<file path="src/rtl/bcd_adder_serial_pkg.sv">
// Shared constants and FSM encoding for the digit-serial packed-BCD adder.
package bcd_pkg;
  localparam int                 DIGIT_W  = 4;
  localparam logic [DIGIT_W-1:0] BCD_MAX  = 4'd9;
  localparam logic [DIGIT_W-1:0] BCD_CORR = 4'd6;

  typedef enum logic [1:0] {IDLE, RUN, DONE} state_t;

  // Nines complement taken mod 16 so non-BCD digits stay deterministic.
  function automatic logic [DIGIT_W-1:0] nines(input logic [DIGIT_W-1:0] d);
    return DIGIT_W'(BCD_MAX - d);
  endfunction
endpackage

</file>
<file path="src/rtl/bcd_adder_serial_if.sv">
// Operand/result handshake bundle for bcd_adder_serial.
// Optional BCD_SUB_EN adds the 'sub' operation select.
interface bcd_adder_serial_if #(parameter int DIGITS = 4) ();
  logic                  in_valid;
  logic                  in_ready;
  logic [4*DIGITS-1:0]   A;
  logic [4*DIGITS-1:0]   B;
  logic                  cin;
`ifdef BCD_SUB_EN
  logic                  sub;
`endif
  logic                  out_valid;
  logic                  out_ready;
  logic [4*DIGITS-1:0]   sum;
  logic                  cout;
  logic                  err;

  modport slave (
    input  in_valid, A, B, cin, out_ready,
`ifdef BCD_SUB_EN
    input  sub,
`endif
    output in_ready, out_valid, sum, cout, err
  );

  modport master (
    output in_valid, A, B, cin, out_ready,
`ifdef BCD_SUB_EN
    output sub,
`endif
    input  in_ready, out_valid, sum, cout, err
  );
endinterface

</file>
<file path="src/rtl/bcd_digit_slice.sv">
// Combinational single-digit BCD adder: a + b + c with +6 decimal correction.
module bcd_digit_slice
  import bcd_pkg::*;
(
  input  logic [DIGIT_W-1:0] i_a,
  input  logic [DIGIT_W-1:0] i_b,
  input  logic               i_c,
  output logic [DIGIT_W-1:0] o_digit,
  output logic               o_c,
  output logic               o_invalid
);
  logic [DIGIT_W:0] w_s;

  always_comb begin
    w_s = {1'b0, i_a} + {1'b0, i_b} + {{DIGIT_W{1'b0}}, i_c};
    if (w_s > {1'b0, BCD_MAX}) begin
      o_digit = DIGIT_W'(w_s + {1'b0, BCD_CORR});
      o_c     = 1'b1;
    end else begin
      o_digit = w_s[DIGIT_W-1:0];
      o_c     = 1'b0;
    end
    o_invalid = (i_a > BCD_MAX) | (i_b > BCD_MAX);
  end
endmodule

</file>
<file path="src/rtl/bcd_adder_serial.sv">
// Multi-digit packed-BCD adder, one digit per clock LSD first through one slice.
// Define BCD_SUB_EN to add subtraction (A - B - borrow) via nines complement.
module bcd_adder_serial
  import bcd_pkg::*;
#(
  parameter  int DIGITS = 4,
  localparam int CNT_W  = $clog2(DIGITS + 1),
  localparam int W      = 4 * DIGITS
) (
  input  logic                  clk,
  input  logic                  rst,
  bcd_adder_serial_if.slave     bus
);
  localparam logic [CNT_W-1:0] LAST = CNT_W'(DIGITS - 1);

  state_t             r_state;
  logic [W-1:0]       r_a, r_b, r_sum;
  logic               r_c, r_cout, r_err, r_in_ready, r_out_valid;
  logic [CNT_W-1:0]   r_cnt;
  logic [DIGIT_W-1:0] w_b_eff, w_digit;
  logic               w_c, w_inv, w_c_init;

`ifdef BCD_SUB_EN
  logic r_sub;
  // Nines complement maps 10..15 onto 15..10, so the slice's invalid flag
  // still reflects the original B digit.
  assign w_b_eff  = r_sub ? nines(r_b[DIGIT_W-1:0]) : r_b[DIGIT_W-1:0];
  assign w_c_init = bus.sub ? ~bus.cin : bus.cin;
`else
  assign w_b_eff  = r_b[DIGIT_W-1:0];
  assign w_c_init = bus.cin;
`endif

  bcd_digit_slice u_slice (
    .i_a       (r_a[DIGIT_W-1:0]),
    .i_b       (w_b_eff),
    .i_c       (r_c),
    .o_digit   (w_digit),
    .o_c       (w_c),
    .o_invalid (w_inv)
  );

  always_ff @(posedge clk or posedge rst) begin
    if (rst) begin
      r_state     <= IDLE;
      r_in_ready  <= 1'b1;
      r_out_valid <= 1'b0;
      r_sum       <= '0;
      r_cout      <= 1'b0;
      r_err       <= 1'b0;
      r_cnt       <= '0;
      r_a         <= '0;
      r_b         <= '0;
      r_c         <= 1'b0;
`ifdef BCD_SUB_EN
      r_sub       <= 1'b0;
`endif
    end else begin
      case (r_state)
        IDLE: begin
          if (bus.in_valid && r_in_ready) begin
            r_a        <= bus.A;
            r_b        <= bus.B;
            r_c        <= w_c_init;
`ifdef BCD_SUB_EN
            r_sub      <= bus.sub;
`endif
            r_sum      <= '0;
            r_err      <= 1'b0;
            r_cnt      <= '0;
            r_in_ready <= 1'b0;
            r_state    <= RUN;
          end
        end
        RUN: begin
          // Operands shift down so the slice always sees digit 0.
          r_a   <= r_a >> DIGIT_W;
          r_b   <= r_b >> DIGIT_W;
          r_c   <= w_c;
          r_err <= r_err | w_inv;
          r_cnt <= r_cnt + CNT_W'(1);
          for (int k = 0; k < DIGITS; k++)
            if (r_cnt == CNT_W'(k)) r_sum[DIGIT_W*k +: DIGIT_W] <= w_digit;
          if (r_cnt == LAST) begin
            r_cout      <= w_c;
            r_out_valid <= 1'b1;
            r_state     <= DONE;
          end
        end
        DONE: begin
          if (bus.out_ready) begin
            r_out_valid <= 1'b0;
            r_in_ready  <= 1'b1;
            r_state     <= IDLE;
          end
        end
        default: r_state <= IDLE;
      endcase
    end
  end

  assign bus.in_ready  = r_in_ready;
  assign bus.out_valid = r_out_valid;
  assign bus.sum       = r_sum;
  assign bus.cout      = r_cout;
  assign bus.err       = r_err;
endmodule

</file>
<file path="src/flat_wrapper.sv">
// flat-port wrapper written by rule: the top's interface ports become plain ports
module bcd_adder_serial_flat import bcd_pkg::*;
#(
  parameter  int DIGITS = 4,
  localparam int CNT_W  = $clog2(DIGITS + 1),
  localparam int W      = 4 * DIGITS
)
  (clk, rst, bus_in_valid, bus_A, bus_B, bus_cin, bus_out_ready, bus_in_ready, bus_out_valid, bus_sum, bus_cout, bus_err);
  bcd_adder_serial_if #(.DIGITS(DIGITS)) bus_i ();
  input  logic clk;
  input  logic rst;
  input wire logic [$bits(bus_i.in_valid)-1:0] bus_in_valid;
  input wire logic [$bits(bus_i.A)-1:0] bus_A;
  input wire logic [$bits(bus_i.B)-1:0] bus_B;
  input wire logic [$bits(bus_i.cin)-1:0] bus_cin;
  input wire logic [$bits(bus_i.out_ready)-1:0] bus_out_ready;
  output wire logic [$bits(bus_i.in_ready)-1:0] bus_in_ready;
  output wire logic [$bits(bus_i.out_valid)-1:0] bus_out_valid;
  output wire logic [$bits(bus_i.sum)-1:0] bus_sum;
  output wire logic [$bits(bus_i.cout)-1:0] bus_cout;
  output wire logic [$bits(bus_i.err)-1:0] bus_err;
  assign bus_i.in_valid = bus_in_valid;
  assign bus_i.A = bus_A;
  assign bus_i.B = bus_B;
  assign bus_i.cin = bus_cin;
  assign bus_i.out_ready = bus_out_ready;
  assign bus_in_ready = bus_i.in_ready;
  assign bus_out_valid = bus_i.out_valid;
  assign bus_sum = bus_i.sum;
  assign bus_cout = bus_i.cout;
  assign bus_err = bus_i.err;
  bcd_adder_serial #(.DIGITS(DIGITS)) u_core (.clk(clk), .rst(rst), .bus(bus_i));
endmodule
</file>
<file path="config.mk">
export PLATFORM = sky130hd
export DESIGN_NAME = bcd_adder_serial_flat
export DESIGN_NICKNAME = d
export VERILOG_FILES = /design/src/rtl/bcd_adder_serial_pkg.sv /design/src/rtl/bcd_adder_serial_if.sv /design/src/rtl/bcd_digit_slice.sv /design/src/rtl/bcd_adder_serial.sv /design/src/flat_wrapper.sv
export SDC_FILE = /design/constraint.sdc
export NUM_CORES = 1
export LEC_CHECK = 0
export ABC_AREA = 0
export ABC_CLOCK_PERIOD_IN_PS = 2800
export CAP_MARGIN = 20
export CORE_ASPECT_RATIO = 1.2
export CORE_MARGIN = 5
export CORE_UTILIZATION = 35
export CTS_BUF_LIST = sky130_fd_sc_hd__clkbuf_16
export CTS_CLUSTER_SIZE = 10
export DETAILED_ROUTE_END_ITERATION = 10
export PLACE_DENSITY_LB_ADDON = 0.3
export SYNTH_ARGS = -nofsm -noshare
export SYNTH_HDL_FRONTEND = slang
export SYNTH_SLANG_ARGS = --single-unit
export TNS_END_PERCENT = 30
</file>
<file path="constraint.sdc">
create_clock -name clk -period 2.8 [get_ports clk]
set_input_delay 0.42 -clock clk [delete_from_list [all_inputs] [get_ports clk]]
set_output_delay 0.42 -clock clk [all_outputs]
set_load 0.005 [all_outputs]
</file>
==> impl_metrics.ini <==
[routing]
drc = 0
avgRoutedWirePerCell_um = 14.6
drt_wl_total_um = 6390
routed_via_density = 5.08
vias = 2215
first_iter_violations = 47
firstDrtPassIters = 4
drtAntennaViolNets = 0

[clock_network]
clkTransAtPathRegs_ns = 0.05
numCtsBuffers = 9
clock_latency_ns = 0.32
cts_tree = yes
hold_buffers = 0
max-clock-path-buffers = 2
cts-htree-levels = 3
cts-root-buf = clkbuf_16
cts_sinks = 58

[sta]
finalHoldViolCount = 0
clock_skew_ns = 0.00750
worst_pin_slew_ns = 0.639
tns_ns = 0
drv_slew = 0
setup_viol = 0
relSlewSlack_pct = 57.4
finalCritPeriodShare_pct = 99.0
rsz0062_at_grt = true
min_period_ns = 2.77
max_clock_freq_mhz = 361

[place]
dp_hpwl_um = 4660
gp_congestion = 0.808
place_area_um2 = 3550
portBuffers = 56

[final_layout]
fin_util_pct = 50.8
areaGrowthSynthToFinish_pct = 40.2
stdcell_area_um2 = 3940
diodes = 0
drive_above_1_share_pct = 15.4
nNetsFinal = 387

[synthesis]
synth_seq_cells = 58
synth_compound_area_share_pct = 18.1
syn_nets = 314
synth_edf_count = 0
yosys.area_share.simple_pct = 9.88
synth_xor_area_share_pct = 0.623
yosysWarnings = 0
synth_top_cell_by_area = dfrtp_1
ys.flop_type = dfrtp_1
synth_mux_area_share_pct = 11.2
synthTopCellsByArea = dfrtp_1 (51%), mux2i_1 (9.6%), nand2_1 (5.3%)
synth.distinct_cells = 40
synthesis.area_um2 = 2810
synthArstFlopShare_pct = 100
ys_seq_area_share_pct = 51.7
synth_common_cells = dfrtp_1 (57), nand2_1 (40), o21ai_1 (30)
synth_cells = 266
synth-adder-area-share_pct = 5.43
yosys.cell_count.top_type = dfrtp_1
synth_top_cell_area_share_pct = 50.7
synth_top_family_by_area = compound AO/OA/AOI/OAI gates
syn-mean-instance-area_um2 = 10.6

[worst_setup_path]
path_max_fanout = 4
cp_num_buf_inv = 2
critPathRequiredTime_ns = 3.03
crit_chain = fa_2 -> fa_2 -> xor2_2 -> inv_2 -> ha_4 -> nor2b_4 -> a31o_4 -> o31ai_4 -> buf_6 -> xnor2_2 -> o31ai_1
r2r_setup_slack_ns = 0.03
crit_path_start_kind = flop
worst-endpoint-arrival_ns = 3.00
cp_slowest_stage_delay_ns = 0.42
cpMostUsedCell = fa_2
criticalPathCategory = reg2reg
end_kind = flop
slowest_stage = fa_2
path_delay_family = adder cells

[global_route]
grt_max_degree = 62
grt_pass1_wl_um = 10900
antenna_found_initial = 0
grt-ovfl-total = 0
grt_pass1_vias = 2291
grtUsageTotal_pct = 14.0

[die]
initial_core_util_pct = 36.3
die_area_um2 = 9930
ios = 57
die_h_um = 108
core.rowCount = 35
core_area_um2 = 7750
die_w_um = 91.8

[job]
drv_cap = 0

[pwr]
peakVddDrop_uv = 374
power.density_nw_per_um2 = 498
leakagePower_nw = 1.87

[min_path]
min_path_type = in2async

[outcome]
status = finished, final reports clean
## cells in the final DEF, fill, tap and decap left out, drive strengths merged, types with 3 or more instances in the layout
cell type / netlist / layout
nor3: 4 / 4
buf: 2 / 19
o31ai: 7 / 7
clkinv: 0 / 5
inv: 10 / 11
o21ai: 36 / 36
nor2: 6 / 6
a21o: 4 / 4
clkbuf: 11 / 9
nand2: 40 / 40
a21oi: 13 / 13
ha: 9 / 9
mux2i: 27 / 27
clkdlybuf4s50: 0 / 56
dfrtp: 57 / 57
nand3: 3 / 3
a22o: 9 / 9
mux2: 4 / 4
## logic make-up after synthesis
| logic type | Yosys count |
|---|---|
| DFF | 58 |
| and+or+nand+nor | 63 |
| adders and majority gates | 11 |
| buffers and inverters | 23 |
| muxes | 31 |
| xor gates and xnor gates | 2 |
| AOI/OAI and AO/OA | 78 |
## registers in the layout (all words and copies together) (netlist names), 2 cells and up
register	cells
u_core.r_b	16
u_core.r_cnt	3
u_core.r_state	2
u_core.r_a	16
u_core.bus.sum	16
## per-stage QoR
stage,hold slack [ns],power [mW],cells,worst slack (ns)
finish,0.459,1.96,436,0.0294
CTS,0.479,1.99,436,-0.0171
detailed placement,0.471,0.940,415,-0.0691
global route,0.514,2.03,436,-0.103
floorplan,0.455,0.878,266,0.0178
global placement,0.460,0.940,415,0.00993
## power by group
part           switching (mW)  internal (mW)  total, mW  leakage (nW)
Clock                   0.361          0.677       1.04         0.148
Sequential                  0          0.840      0.840         0.781
Combinational          0.0313         0.0532     0.0845         0.942
Total                   0.393           1.57       1.96          1.87
## layout make-up
class	instances	area, um2
tap	92	115
sequential	58	1450
inverter	10	37.5
clock inverter	7	61.3
timing repair buffer	75	707
clock buffer	9	225
multi-input combinational	185	1340
fill	696	3810
## routing by layer
metal / up-vias / wire length (um) / track usage [%]
met4: 0 / 123 / 7.54
met2: 63 / 3070 / 22.8
met1: 1050 / 2840 / 17.5
met5: - / 0 / 0
li1: 1090 / - / -
met3: 12 / 348 / 3.06
## path summary, 6_finish.rpt
kind,startpoint,to,cells after the start
setup / recovery,u_core.r_c$_DFFE_PP0P_,u_core.bus.sum[9]$_DFFE_PP0P_,11
hold / removal,rst,u_core.bus.err$_DFFE_PP0P_,2
setup reg to reg,u_core.r_c$_DFFE_PP0P_,u_core.bus.sum[9]$_DFFE_PP0P_,11
hold reg to reg,u_core.bus.sum[4]$_DFFE_PP0P_,u_core.bus.sum[4]$_DFFE_PP0P_,2
max in group asynchronous,rst,u_core.bus.in_ready$_DFFE_PP1P_,3
min in group clk,u_core.bus.sum[4]$_DFFE_PP0P_,u_core.bus.sum[4]$_DFFE_PP0P_,2
## repair_timing
item                                    4_1_cts  5_1_grt
gates cloned                                  0        0
buffers inserted                              5        0
pin swaps                                     9        2
endpoints found under the setup margin        7       12
resized for setup                            10        2
(Power assumes the default switching activity.)
